**src/rtl/spi_cmd_pkg.sv**
```systemverilog
// Shared definitions for the SPI command controller: register map, CTRL bit
// positions, FSM state encoding and the default ID byte.
package spi_cmd_pkg;

  localparam logic [7:0] ID_DEFAULT = 8'hA5;

  localparam logic [2:0] ADDR_CTRL    = 3'd0;
  localparam logic [2:0] ADDR_LED     = 3'd1;
  localparam logic [2:0] ADDR_LOAD    = 3'd2;
  localparam logic [2:0] ADDR_COUNT   = 3'd3;
  localparam logic [2:0] ADDR_STATUS  = 3'd4;
  localparam logic [2:0] ADDR_SCRATCH = 3'd5;
  localparam logic [2:0] ADDR_RSVD    = 3'd6;
  localparam logic [2:0] ADDR_ID      = 3'd7;

  localparam int CTRL_EN_BIT  = 0;
  localparam int CTRL_CLR_BIT = 1;

  typedef enum logic [1:0] {
    IDLE = 2'd0,
    CMD  = 2'd1,
    DATA = 2'd2
  } state_t;

  // Only these addresses accept writes; anything else raises STATUS.err.
  function automatic logic is_writable(input logic [2:0] addr);
    return (addr == ADDR_CTRL) || (addr == ADDR_LED) ||
           (addr == ADDR_LOAD) || (addr == ADDR_SCRATCH);
  endfunction

endpackage

```
**src/rtl/spi_cmd_regfile.sv**
```systemverilog
// Register file and read mux for the SPI command controller, including the
// sticky error flag and the frame counter reported through STATUS.
module spi_cmd_regfile
  import spi_cmd_pkg::*;
#(
  parameter logic [7:0] ID_VALUE = ID_DEFAULT
) (
  input  logic       clk,
  input  logic       rst_n,
  input  logic       wr_en,
  input  logic [2:0] wr_addr,
  input  logic [7:0] wr_data,
  input  logic [2:0] rd_addr,
  output logic [7:0] rd_data,
  input  logic       status_rd,
  input  logic       frame_done,
  input  logic [7:0] cnt_value,
  output logic       cnt_en,
  output logic [4:0] leds,
  output logic [7:0] cnt_load_val
);

  logic       ctrl_en;
  logic [4:0] led_reg;
  logic [7:0] load_reg;
  logic [7:0] scratch_reg;
  logic       err;
  logic [3:0] frame_cnt;

  always_ff @(posedge clk or negedge rst_n) begin
    if (!rst_n) begin
      ctrl_en     <= 1'b0;
      led_reg     <= 5'h00;
      load_reg    <= 8'h00;
      scratch_reg <= 8'h00;
      err         <= 1'b0;
      frame_cnt   <= 4'h0;
    end else begin
      if (wr_en) begin
        case (wr_addr)
          ADDR_CTRL:    ctrl_en     <= wr_data[CTRL_EN_BIT];
          ADDR_LED:     led_reg     <= wr_data[4:0];
          ADDR_LOAD:    load_reg    <= wr_data;
          ADDR_SCRATCH: scratch_reg <= wr_data;
          default:      ;
        endcase
      end
      // A rejected write in the same cycle beats the read-to-clear.
      if (wr_en && !is_writable(wr_addr)) begin
        err <= 1'b1;
      end else if (status_rd) begin
        err <= 1'b0;
      end
      if (frame_done) begin
        frame_cnt <= frame_cnt + 4'd1;
      end
    end
  end

  always_comb begin
    rd_data = 8'h00;
    case (rd_addr)
      ADDR_CTRL:    rd_data = {7'b0, ctrl_en};
      ADDR_LED:     rd_data = {3'b0, led_reg};
      ADDR_LOAD:    rd_data = load_reg;
      ADDR_COUNT:   rd_data = cnt_value;
      ADDR_STATUS:  rd_data = {err, 3'b0, frame_cnt};
      ADDR_SCRATCH: rd_data = scratch_reg;
      ADDR_RSVD:    rd_data = 8'h00;
      ADDR_ID:      rd_data = ID_VALUE;
      default:      rd_data = 8'h00;
    endcase
  end

  assign cnt_en       = ctrl_en;
  assign leds         = led_reg;
  assign cnt_load_val = load_reg;

endmodule

```
**src/rtl/spi_cmd_ctrl.sv**
```systemverilog
// SPI command decoder: first byte of a frame selects address and direction,
// following bytes burst-read or burst-write the register file.
module spi_cmd_ctrl
  import spi_cmd_pkg::*;
#(
  parameter logic [7:0] ID_VALUE = ID_DEFAULT
) (
  input  logic       clk,
  input  logic       rst_n,
  input  logic       cs_active,
  input  logic       rx_valid,
  input  logic [7:0] rx_data,
  input  logic [7:0] cnt_value,
  output logic [7:0] tx_data,
  output logic       tx_load,
  output logic [4:0] leds,
  output logic       cnt_en,
  output logic       cnt_clr,
  output logic       cnt_load,
  output logic [7:0] cnt_load_val
);

  state_t     state;
  logic [2:0] addr;
  logic       wr_mode;
  logic       armed;

  logic [2:0] rd_addr;
  logic [7:0] rd_data;
  logic       rd_strobe;
  logic       wr_commit;
  logic       frame_done;
  logic       status_rd;

  // The byte being prepared for shifting out always belongs to the address
  // the next data byte will touch.
  assign rd_addr    = (state == CMD) ? rx_data[2:0] : addr + 3'd1;
  assign rd_strobe  = rx_valid && ((state == CMD) || ((state == DATA) && !wr_mode));
  assign wr_commit  = rx_valid && (state == DATA) && wr_mode;
  assign frame_done = (state == DATA) && !cs_active;
  assign status_rd  = rd_strobe && (rd_addr == ADDR_STATUS);

  spi_cmd_regfile #(
    .ID_VALUE(ID_VALUE)
  ) u_regfile (
    .clk          (clk),
    .rst_n        (rst_n),
    .wr_en        (wr_commit),
    .wr_addr      (addr),
    .wr_data      (rx_data),
    .rd_addr      (rd_addr),
    .rd_data      (rd_data),
    .status_rd    (status_rd),
    .frame_done   (frame_done),
    .cnt_value    (cnt_value),
    .cnt_en       (cnt_en),
    .leds         (leds),
    .cnt_load_val (cnt_load_val)
  );

  // armed records that chip select was low last cycle, so a frame already in
  // progress when reset releases is skipped until its next rising edge.
  always_ff @(posedge clk or negedge rst_n) begin
    if (!rst_n) begin
      state    <= IDLE;
      addr     <= 3'd0;
      wr_mode  <= 1'b0;
      armed    <= 1'b0;
      tx_data  <= 8'h00;
      tx_load  <= 1'b0;
      cnt_clr  <= 1'b0;
      cnt_load <= 1'b0;
    end else begin
      tx_load  <= 1'b0;
      cnt_clr  <= 1'b0;
      cnt_load <= 1'b0;
      armed    <= ~cs_active;
      if (rd_strobe) begin
        tx_data <= rd_data;
        tx_load <= 1'b1;
      end
      if (wr_commit) begin
        cnt_clr  <= (addr == ADDR_CTRL) && rx_data[CTRL_CLR_BIT];
        cnt_load <= (addr == ADDR_LOAD);
      end
      case (state)
        IDLE: begin
          if (cs_active && armed) state <= CMD;
        end
        CMD: begin
          if (rx_valid) begin
            addr    <= rx_data[2:0];
            wr_mode <= rx_data[7];
          end
          if (!cs_active)    state <= IDLE;
          else if (rx_valid) state <= DATA;
        end
        DATA: begin
          if (rx_valid)   addr  <= addr + 3'd1;
          if (!cs_active) state <= IDLE;
        end
        default: state <= IDLE;
      endcase
    end
  end

endmodule
```
**config.mk**
```make
export PLATFORM = sky130hd
export DESIGN_NAME = spi_cmd_ctrl
export DESIGN_NICKNAME = d
export VERILOG_FILES = /design/src/rtl/spi_cmd_pkg.sv /design/src/rtl/spi_cmd_regfile.sv /design/src/rtl/spi_cmd_ctrl.sv
export SDC_FILE = /design/constraint.sdc
export NUM_CORES = 1
export LEC_CHECK = 0
export CORE_MARGIN = 1.5
export CORE_UTILIZATION = 54
export CTS_BUF_LIST = sky130_fd_sc_hd__clkbuf_8
export CTS_CLUSTER_DIAMETER = 50
export DETAILED_ROUTE_END_ITERATION = 8
export GPL_TIMING_DRIVEN = 0
export PLACE_DENSITY_LB_ADDON = 0.3
export SLEW_MARGIN = 15
export SYNTH_ARGS = -nofsm -noshare
export SYNTH_HDL_FRONTEND = slang
export SYNTH_SLANG_ARGS = --single-unit
```
**constraint.sdc**
```tcl
create_clock -name clk -period 2.6 [get_ports clk]
set_input_delay 0.52 -clock clk [delete_from_list [all_inputs] [get_ports clk]]
set_output_delay 0.52 -clock clk [all_outputs]
set_load 0.005 [all_outputs]
```
==> results of run 1 <==
==> power groups by stage <==
stage | clock [µW] | sequential, µW | combinational (µW)
detailed placement | 0 | 929 | 637
global placement | 0 | 925 | 625
CTS | 459 | 916 | 648
floorplan | 0 | 911 | 357
finish | 462 | 917 | 667
global route | 490 | 933 | 728
==> routing by layer <==
layer / global-route usage (%) / vias up / share of wire [%]
met1: 34.14 / 907 / 45
met2: 42.31 / 58 / 49
met4: 9.804 / 0 / 1.2
met5: 0 / - / 0
li1: - / 865 / -
met3: 5.682 / 6 / 4.8
==> logic make-up after synthesis <==
logic type / Yosys count / synth area share [%]
muxes: 35 / 16.98
AOI/OAI and AO/OA: 54 / 15.91
buffers and inverters: 22 / 4.577
and+or+nand+nor: 41 / 10.11
adders and majority gates: 5 / 2.661
xor gates and xnor gates: 5 / 1.863
DFF: 45 / 47.90
==> area by class of cell <==
| type | instances | area share [%] |
|---|---|---|
| Timing Repair Buffer | 44 | 14.95 |
| Buffer | 12 | 2.352 |
| Multi-Input combinational cell | 140 | 38.51 |
| Inverter | 10 | 1.260 |
| Clock buffer | 6 | 2.772 |
| Sequential cell | 45 | 37.80 |
| Tap cell | 50 | 2.100 |
| Clock inverter | 1 | 0.2520 |
==> what timing repair did <==
item | in CTS | in global routing
setup endpoints to repair | 4 | 2
hold buffers | 0 | 0
gates resized for setup | 1 | 4
buffers inserted | 0 | 0
pin swaps | 0 | 0
==> cells in the mapped netlist, drive strengths merged, types with 2 or more instances <==
cell / n / area share [%]
inv: 10 / 1.6
clkbuf: 4 / 0.64
nor3: 2 / 0.43
nand2b: 3 / 0.80
o31ai: 7 / 2.4
buf: 8 / 2.3
a22oi: 3 / 0.96
xor2: 2 / 0.75
a21oi: 8 / 1.7
nor3b: 2 / 0.64
nand2: 10 / 1.6
ha: 5 / 2.7
o22ai: 3 / 0.80
nor2: 8 / 1.4
nand4b: 2 / 0.75
a22o: 4 / 1.5
o22a: 2 / 0.75
xnor2: 3 / 1.1
mux2: 26 / 13
o21ai: 15 / 3.2
dfrtp: 45 / 48
or4: 2 / 0.64
mux2i: 9 / 4.4
nand4bb: 2 / 0.96
a222oi: 2 / 0.85
and2: 2 / 0.53
nand3: 2 / 0.43
==> stage by stage <==
stage / cell area (µm²) / total power, µW / hold WS [ns] / utilization (%)
2_1_floorplan: 2351 / 1267 / 0.2244 / -
3_3_place_gp: 2844 / 1550 / 0.4655 / 69.60
5_1_grt: 2979 / 2151 / 0.1807 / 72.90
3_5_place_dp: 2859 / 1566 / 0.4671 / 69.96
4_1_cts: 2954 / 2022 / 0.1613 / 72.29
6_report: 2979 / 2046 / 0.1435 / 72.90
==> path summary, 6_finish.rpt <==
path	slack (ns)	end	cells past startpoint	from
max	0.19	tx_data[2]$_DFFE_PN0P_	8	addr[0]$_DFFE_PN0P_
min	0.14	addr[2]$_DFFE_PN0P_	1	rst_n
max reg2reg	0.19	tx_data[2]$_DFFE_PN0P_	8	addr[0]$_DFFE_PN0P_
min reg2reg	0.48	u_regfile.frame_cnt[3]$_DFFE_PN0P_	1	u_regfile.frame_cnt[3]$_DFFE_PN0P_
max in group asynchronous	1.96	tx_data[4]$_DFFE_PN0P_	2	rst_n
min in group clk	0.48	u_regfile.frame_cnt[3]$_DFFE_PN0P_	1	u_regfile.frame_cnt[3]$_DFFE_PN0P_
==> results.md, run 1 <==
### Synthesis
* **Async S/R FF share, synth** 100.0%
* **predominant post-synthesis flop cell** dfrtp_1
* **mean cell area of the mapped netlist** 11.36 µm²
* **post-synthesis cell count** 207
* **Synth Register Bits** 45
* **portion of the post-synthesis area used by sequential elements** 47.90%
* **number of enable-type register cells in the synthesized netlist** 0
* **Net Count, Synth** 232
* **post-synth cell types** 50
* **number of warning messages in the yosys log** 0
* **netlist area before placement** 2351 µm²

### Run
* **max-cap violations** 0

### Route
* **Total Routed Length** 5596 µm
* **number of optimization iterations in the first detailed-route pass** 4
* **final routed wire length divided by cell count** 18.17 µm
* **initial drt markers** 156
* **via density per instance** 5.961
* **residual DRC count** 0
* **number of vias after detailed routing** 1836
* **Detail Route Antenna Nets** 0

### Timing
* **max-slew headroom at the worst pin** 61.54%
* **Final Hold Violating Endpoints** 0
* **Final Critical Period** 2.405 ns
* **slew at the pin closest to its max-slew limit** 0.5720 ns
* **setup total negative slack** 0 ns
* **final setup slack of the worst path** 0.1945 ns
* **final setup violating endpoints** 0
* **pins over their slew limit** 0
* **post-route fraction of the period consumed by the critical path** 92.52%
* **setup skew after layout** 0.008419 ns
* **upper clock frequency limit** 0.4157 GHz
* **unrepaired setup endpoints after global routing** false

### Placement
* **minimum setup slack after placement** -0.09078 ns
* **Cell Count Post-Placement** 301
* **PortBufs** 43
* **final estimated routing congestion in global placement** 0.8488
* **DP Wirelength** 3886 µm

### Floorplanning
* **number of rows created at floorplan** 23
* **starting density of the core** 57.53%
* **boundary pin count** 45
* **die span in y** 68.98 µm
* **overall die width** 68.98 µm
* **area enclosed by the die boundary** 4758 µm²
* **area of the core** 4086 µm²

### Critical path
* **cell at the slowest stage of the critical path** ha_2
* **Top delay family on crit path** compound AO/OA/AOI/OAI gates
* **launching element type of the critical path** flip-flop
* **largest fanout on the critical path** 9
* **number of buffers and inverters on the critical path** 3
* **required time of the critical path** 2.85 ns
* **WP data arrival** 2.65 ns
* **cell repeated most along the worst path** inv_1
* **chain of cells forming the critical path** buf_2, inv_1, ha_2, inv_1, o31ai_4, a22oi_1, o221ai_1, a22o_1
* **Setup crit end kind** flip-flop
* **worst setup path class** flip-flop to flip-flop
* **delay contributed by the slowest stage of the critical path** 0.45 ns

### Clock tree
* **clock buffer depth** 2
* **clock-pin transition on the worst setup and hold timing paths** 0.09 ns
* **CTS tree** done
* **clock latency of the later-clocked register in the worst-skew pair** 0.31 ns
* **Clock Sinks** 45
* **cell chosen for the clock root** clkbuf_8
* **number of H-tree levels** 2
* **cts bufs inserted** 5

### GRT
* **total overflow reported by the global router** 0
* **number of global-route vias before repair** 1763
* **pin count of the biggest net entering global routing** 28
* **number of antenna violations at the first check in global routing** 0
* **first-pass GRT wire length** 8825 µm
* **total global routing track utilization** 26.05%

### Cells and area
* **flip-flop and latch area** 1126 µm²
* **Antenna diodes** 0
* **fraction of final layout cells sized beyond drive strength 1** 19.38%
* **fill cell total of the finished layout** 293
* **most frequent standard cell in the layout excluding fill and tap cells** dfrtp_1
* **synth-to-layout area growth** 26.72%
* **number of nets in the final layout** 283
* **area of combinational cells with multiple inputs** 1147 µm²
* **top library cells by usage in the layout, fill and taps aside** dfrtp_1 (45), clkdlybuf4s50_1 (42), mux2_2 (25)
* **number of standard cells in the layout, taps in and fillers out** 308

### Min path
* **worst min-delay path category** input port to asynchronous set/reset pin

### Power
* **PD cells** 686.8 nW/µm²
* **share of power burned in the clock network** 22.6%
* **Cell Int Power** 1386 µW
* **standby leakage power** 0.001323 µW
* **Sw Ratio** 32.24%
* **worst vdd ir** 0.4948 mV
* **sequential share of power** 44.8%
* **Gate power share** 32.6%
* **switching component of the power** 659.6 µW

### Run status
* **status** complete, no violations

(Power assumes the default switching activity.)
==> inputs of run 2 (changes only) <==
--- a/config.mk
+++ b/config.mk
@@ -5,10 +5,12 @@
 export SDC_FILE = /design/constraint.sdc
 export NUM_CORES = 1
 export LEC_CHECK = 0
+export ABC_AREA = 1
 export CORE_MARGIN = 1.5
 export CORE_UTILIZATION = 54
 export CTS_BUF_LIST = sky130_fd_sc_hd__clkbuf_8
 export CTS_CLUSTER_DIAMETER = 50
+export CTS_CLUSTER_SIZE = 10
 export DETAILED_ROUTE_END_ITERATION = 8
 export GPL_TIMING_DRIVEN = 0
 export PLACE_DENSITY_LB_ADDON = 0.3
==> run 2 against run 1 <==
  * Area after synthesis is 0.64% higher
  * Setup slack improved by 0.58 ns
  * Sequential share of layout area is 0.41 points lower
  * Die area rose by 0.62%
  * Design area grew 1.1%
  * Wire length shrank 7.4%
  * Critical path type unchanged
==> results.md, run 2 <==
### Timing
* **post-route fraction of the period consumed by the critical path** 70.12%
* **pins over their slew limit** 0
* **setup skew after layout** 0.005725 ns
* **Final Hold Violating Endpoints** 0
* **max-slew headroom at the worst pin** 60.19%
* **hold_ws** 0.2165 ns
* **Final Critical Period** 1.823 ns
* **unrepaired setup endpoints after global routing** false
* **upper clock frequency limit** 0.5485 GHz
* **slew at the pin closest to its max-slew limit** 0.5972 ns
* **final setup violating endpoints** 0

### Synthesis
* **proportion of netlist area held by the largest area contributor** 47.59%
* **synth cell count leaders** nand2_1 (93), dfrtp_1 (45), inv_1 (20), o21ai_1 (20), nand3_1 (19)
* **post-synthesis cell count** 272
* **Synth Register Bits** 45
* **netlist area before placement** 2366 µm²
* **Async S/R FF share, synth** 100.0%
* **Net Count, Synth** 297
* **number of warning messages in the yosys log** 0
* **number of enable-type register cells in the synthesized netlist** 0
* **cell accounting for the most synthesized area** dfrtp_1
* **post-synth cell types** 30
* **mean cell area of the mapped netlist** 8.699 µm²
* **biggest area contributors in the synthesized netlist** dfrtp_1 (48%), nand2_1 (15%), o21ai_1 (4.2%)
* **portion of the post-synthesis area used by sequential elements** 47.59%
* **predominant post-synthesis flop cell** dfrtp_1
* **most instantiated library cell after synthesis** nand2_1

### Floorplanning
* **starting density of the core** 57.49%
* **boundary pin count** 45
* **die span in y** 69.20 µm
* **overall die width** 69.20 µm
* **area of the core** 4115 µm²
* **number of rows created at floorplan** 23
* **area enclosed by the die boundary** 4788 µm²

### Route
* **residual DRC count** 0
* **via density per instance** 5.216
* **number of vias after detailed routing** 1956
* **Detail Route Antenna Nets** 0
* **Total Routed Length** 5181 µm
* **initial drt markers** 132
* **final routed wire length divided by cell count** 13.82 µm
* **number of optimization iterations in the first detailed-route pass** 4

### Clock tree
* **clock buffer depth** 2
* **number of cells upsized or downsized after cts** 0
* **Post-CTS Hold Buffers** 0
* **number of H-tree levels** 2
* **Clock Sinks** 45
* **cts bufs inserted** 5
* **clock latency of the later-clocked register in the worst-skew pair** 0.30 ns
* **clock-pin transition on the worst setup and hold timing paths** 0.09 ns
* **buffers inserted during post-CTS setup optimization** 0
* **cell chosen for the clock root** clkbuf_8
* **CTS tree** done

### Min path
* **worst min-delay path category** input port to asynchronous set/reset pin

### Power
* **PD cells** 799.9 nW/µm²
* **worst vdd ir** 0.4475 mV
* **standby leakage power** 0.001425 µW

### Critical path
* **Setup crit end kind** flip-flop
* **worst setup path class** flip-flop to flip-flop
* **WP data arrival** 2.07 ns
* **required time of the critical path** 2.85 ns
* **cell at the slowest stage of the critical path** dfrtp_1
* **launching element type of the critical path** flip-flop
* **r2r setup slk** 0.78 ns
* **largest fanout on the critical path** 7
* **delay contributed by the slowest stage of the critical path** 0.43 ns
* **cell repeated most along the worst path** nand2_1
* **chain of cells forming the critical path** inv_1, ha_1, inv_1, nand2_2, nand2_4, nand2_4, nor2_4, nand2_1, nand4_1, nand2_1, nand2_1

### Run status
* **status** complete, no violations

### Placement
* **PortBufs** 44
* **final estimated routing congestion in global placement** 0.8451
* **cell area after placement** 2892 µm²
* **DP Wirelength** 3860 µm

### Cells and area
* **number of nets in the final layout** 349
* **Antenna diodes** 0
* **fraction of final layout cells sized beyond drive strength 1** 14.77%
* **area of all placed cells without fillers** 3012 µm²
* **fill cell total of the finished layout** 333
* **top library cells by usage in the layout, fill and taps aside** nand2_1 (93), dfrtp_1 (45), clkdlybuf4s50_1 (43)
* **most frequent standard cell in the layout excluding fill and tap cells** nand2_1
* **synth-to-layout area growth** 27.29%

### GRT
* **pin count of the biggest net entering global routing** 26
* **total global routing track utilization** 23.40%
* **number of global-route vias before repair** 1907
* **total overflow reported by the global router** 0
* **first-pass GRT wire length** 8907 µm
* **number of antenna violations at the first check in global routing** 0

### Run
* **max-cap violations** 0

run 2: cell count changes after synthesis, moves of 10 or more:
cell     delta
inv_1      +10
mux2_2     -24
nand2_1    +83
nand3_1    +17
o21ai_1    +19
run 2: routing by layer:
metal / part of all wire, % / track usage [%] / routed length, µm
met4: 1.8 / 8.497 / 93
met5: 0 / 0 / 0
met2: 46 / 37.50 / 2380
met1: 48 / 32.15 / 2472
met3: 4.5 / 3.924 / 235
run 2: critical path: cells and delay by family, from the launching register on:
family / cells / cell delay, ns
fa+ha+maj: 1 / 0.28
buf+inv: 2 / 0.30
flops: 1 / 0.43
simple gates: 8 / 0.75
run 2: final timing paths:
| check | from | end | cells after the start |
|---|---|---|---|
| min in group clk | state[1]$_DFFE_PN0P_ | state[0]$_DFFE_PN0P_ | 1 |
| worst max register to register | addr[0]$_DFFE_PN0P_ | tx_data[7]$_DFFE_PN0P_ | 11 |
| worst min register to register | state[1]$_DFFE_PN0P_ | state[0]$_DFFE_PN0P_ | 1 |
| worst min-delay path | rst_n | addr[1]$_DFFE_PN0P_ | 1 |
| max in group asynchronous | rst_n | u_regfile.scratch_reg[2]$_DFFE_PN0P_ | 2 |
| worst max-delay path | addr[0]$_DFFE_PN0P_ | tx_data[7]$_DFFE_PN0P_ | 11 |
run 2: area by class of cell:
class	instances	area, µm²	area share, %
Clock buffer	6	82.58	2.742
Clock inverter	2	37.54	1.246
Inverter	25	103.9	3.448
Multi-Input combinational cell	199	1105	36.68
Tap cell	50	62.56	2.077
Timing Repair Buffer	45	462.9	15.37
Sequential cell	45	1126	37.39
Buffer	3	31.28	1.039
run 2: kinds of logic (layout without fill, tap and decap cells):
kind of cell,after synthesis,after routing,share of synthesized area [%]
DFF,45,45,47.59
adders and majority gates,5,5,2.644
buffers and inverters,28,81,5.711
and+or+nand+nor,148,148,33.00
xor gates and xnor gates,3,3,1.111
muxes,1,1,0.4759
AOI/OAI and AO/OA,42,42,9.466
run 2: stage by stage:
step           util [%]  setup WS [ns]  cells  setup TNS (ns)  total power, µW
4_1_cts           73.18         0.8320    375               0             2418
3_3_place_gp      69.72        -0.1882    366          -8.361             1836
3_5_place_dp      70.26         0.5223    367               0             1862
5_1_grt           73.18         0.6503    375               0             2568
6_report          73.18         0.7768    375               0             2409
2_1_floorplan         -          1.055    272               0             1537
run 2: where the power goes:
part | internal (µW) | switching, µW | leakage (µW) | total (µW)
logic | 388 | 517 | 0.000765 | 905
registers | 836 | 115 | 0.000603 | 951
clock network | 312 | 241 | 0.0000574 | 554
total | 1540 | 873 | 0.00143 | 2410
==> inputs of run 3 (changes only) <==
==> constraint.sdc (replaced) <==
create_clock -name clk -period 1.7 [get_ports clk]
set_input_delay 0.34 -clock clk [delete_from_list [all_inputs] [get_ports clk]]
set_output_delay 0.34 -clock clk [all_outputs]
set_load 0.005 [all_outputs]
==> run 3 against run 2 <==
  * Die area did not move
  * Core utilization rose by 2.2 points
  * Maximum frequency up 13%
  * Largest power group is now combinational cells
  * Highest routed layer unchanged
==> results.md, run 3 (synthesis results as in run 2) <==
### Timing
* **upper clock frequency limit** 0.6192 GHz
* **final setup violating endpoints** 0
* **pins over their slew limit** 0
* **setup skew after layout** 0.005150 ns
* **unrepaired setup endpoints after global routing** true
* **slew at the pin closest to its max-slew limit** 0.5894 ns
* **Final Hold Violating Endpoints** 0
* **Final Critical Period** 1.615 ns
* **hold_ws** 0.03066 ns
* **max-slew headroom at the worst pin** 60.71%
* **post-route fraction of the period consumed by the critical path** 95.00%

### Clock tree
* **number of H-tree levels** 2
* **clock latency of the later-clocked register in the worst-skew pair** 0.30 ns
* **CTS tree** done
* **Clock Sinks** 45
* **cell chosen for the clock root** clkbuf_8
* **clock buffer depth** 2
* **clock-pin transition on the worst setup and hold timing paths** 0.08 ns
* **cts bufs inserted** 5

### Route
* **initial drt markers** 170
* **final routed wire length divided by cell count** 14.22 µm
* **Total Routed Length** 5388 µm
* **number of optimization iterations in the first detailed-route pass** 4
* **number of vias after detailed routing** 2014
* **via density per instance** 5.314
* **residual DRC count** 0
* **Detail Route Antenna Nets** 0

### Critical path
* **Setup crit end kind** flip-flop
* **largest fanout on the critical path** 4
* **r2r setup slk** 0.09 ns
* **WP data arrival** 1.86 ns
* **origin of the critical flop-to-flop path** addr[1]$_DFFE_PN0P_
* **capture instance of the worst register-to-register path** tx_data[0]$_DFFE_PN0P_
* **logic depth of the worst register-to-register path** 13
* **Worst setup startpoint** addr[1]$_DFFE_PN0P_
* **required time of the critical path** 1.95 ns
* **launching element type of the critical path** flip-flop
* **Setup crit end** tx_data[0]$_DFFE_PN0P_
* **worst setup path class** flip-flop to flip-flop

### GRT
* **total overflow reported by the global router** 0
* **number of global-route vias before repair** 1929
* **first-pass GRT wire length** 8956 µm
* **pin count of the biggest net entering global routing** 26
* **number of antenna violations at the first check in global routing** 0
* **total global routing track utilization** 23.52%

### Power
* **PD cells** 1246 nW/µm²
* **standby leakage power** 0.001438 µW
* **worst vdd ir** 0.7212 mV

### Cells and area
* **most frequent standard cell in the layout excluding fill and tap cells** nand2_1
* **synth-to-layout area growth** 31.15%
* **Antenna diodes** 0
* **Post-Route Utilization** 75.40%
* **number of nets in the final layout** 353
* **top library cells by usage in the layout, fill and taps aside** nand2_1 (93), clkdlybuf4s50_1 (43), dfrtp_1 (42)
* **fraction of final layout cells sized beyond drive strength 1** 19.45%

### Floorplanning
* **number of rows created at floorplan** 23
* **overall die width** 69.20 µm
* **area of the core** 4115 µm²
* **starting density of the core** 57.49%
* **area enclosed by the die boundary** 4788 µm²
* **boundary pin count** 45
* **die span in y** 69.20 µm

### Placement
* **final estimated routing congestion in global placement** 0.8451
* **PortBufs** 44
* **DP Wirelength** 3860 µm

### Min path
* **worst min-delay path category** input port to asynchronous set/reset pin

### Run
* **max-cap violations** 0

### Run status
* **status** complete, no violations

-- run 3: cell count changes in the layout (fill, tap and decap cells not counted), moves of 2 or more --
cell | before | now
inv_1 | 20 | 14
buf_4 | 0 | 4
inv_2 | 3 | 7
dfrtp_1 | 45 | 42
dfrtp_2 | 0 | 3
ha_1 | 5 | 3
ha_4 | 0 | 2
inv_4 | 0 | 2
nand2_8 | 1 | 3
-- run 3: metal layers --
layer  vias to the layer above  GRT usage (%)  wire, µm
met5                         -              0         0
met4                         0          8.932        90
met3                         8          4.360       290
met2                        66          37.61      2507
met1                       945          31.96      2501
li1                        995              -         -
-- run 3: where the power goes --
group / switching, µW / internal, µW / total, µW / leakage (µW)
registers: 191 / 1280 / 1470 / 0.000599
logic: 860 / 688 / 1550 / 0.000781
clock network: 369 / 478 / 846 / 0.0000574
-- run 3: area by class of cell --
type / instances / area (µm²)
clock buffer: 6 / 82.58
sequential: 45 / 1130
timing repair buffer: 49 / 493.0
multi-input combinational: 199 / 1157
fill: 316 / 1012
inverter: 25 / 108.9
clock inverter: 2 / 37.54
tap: 50 / 62.56
buffer: 3 / 31.28
-- run 3: what timing repair did --
| action | CTS | global route |
|---|---|---|
| pin swaps | 0 | 13 |
| setup buffers | 1 | 3 |
| hold buffers | 0 | 0 |
| endpoints found under the setup margin | 7 | 29 |
| gates resized for setup | 1 | 18 |
-- run 3: how the worst min path moves through the flow --
| stage | start | endpoint | depth (start not counted) |
|---|---|---|---|
| 2_1_floorplan | rst_n | addr[0]$_DFFE_PN0P_ | 0 |
| 3_3_place_gp | state[1]$_DFFE_PN0P_ | state[0]$_DFFE_PN0P_ | 1 |
| 3_5_place_dp | rst_n | addr[0]$_DFFE_PN0P_ | 1 |
| 4_1_cts | rst_n | u_regfile.scratch_reg[4]$_DFFE_PN0P_ | 1 |
| 5_1_grt | rst_n | u_regfile.scratch_reg[4]$_DFFE_PN0P_ | 1 |
| 6_report | rst_n | cnt_clr$_DFF_PN0_ | 1 |
-- run 3: worst max-delay path, stage by stage (launching register included) --
cell and delay, ns:
dfrtp_2 0.45, inv_2 0.11, ha_4 0.22, inv_4 0.06, nand2_4 0.06, nand2_8 0.11, nand2_4 0.07, nor2_4 0.16
nand2_1 0.07, nand2_1 0.06, inv_1 0.04, nand2_1 0.05, nand2_1 0.04, nand2_1 0.05
-- run 3: through the flow --
stage | power [µW] | setup TNS [ns] | cells | setup WS, ns | area, µm²
2_1_floorplan | 2350 | 0 | 272 | 0.1546 | 2366
3_3_place_gp | 2808 | -43.77 | 366 | -0.9082 | 2869
3_5_place_dp | 2847 | -3.651 | 367 | -0.1977 | 2892
4_1_cts | 3712 | 0 | 376 | 0.03195 | 3019
5_1_grt | 4112 | -0.04153 | 379 | -0.02782 | 3103
6_report | 3868 | 0 | 379 | 0.08504 | 3103
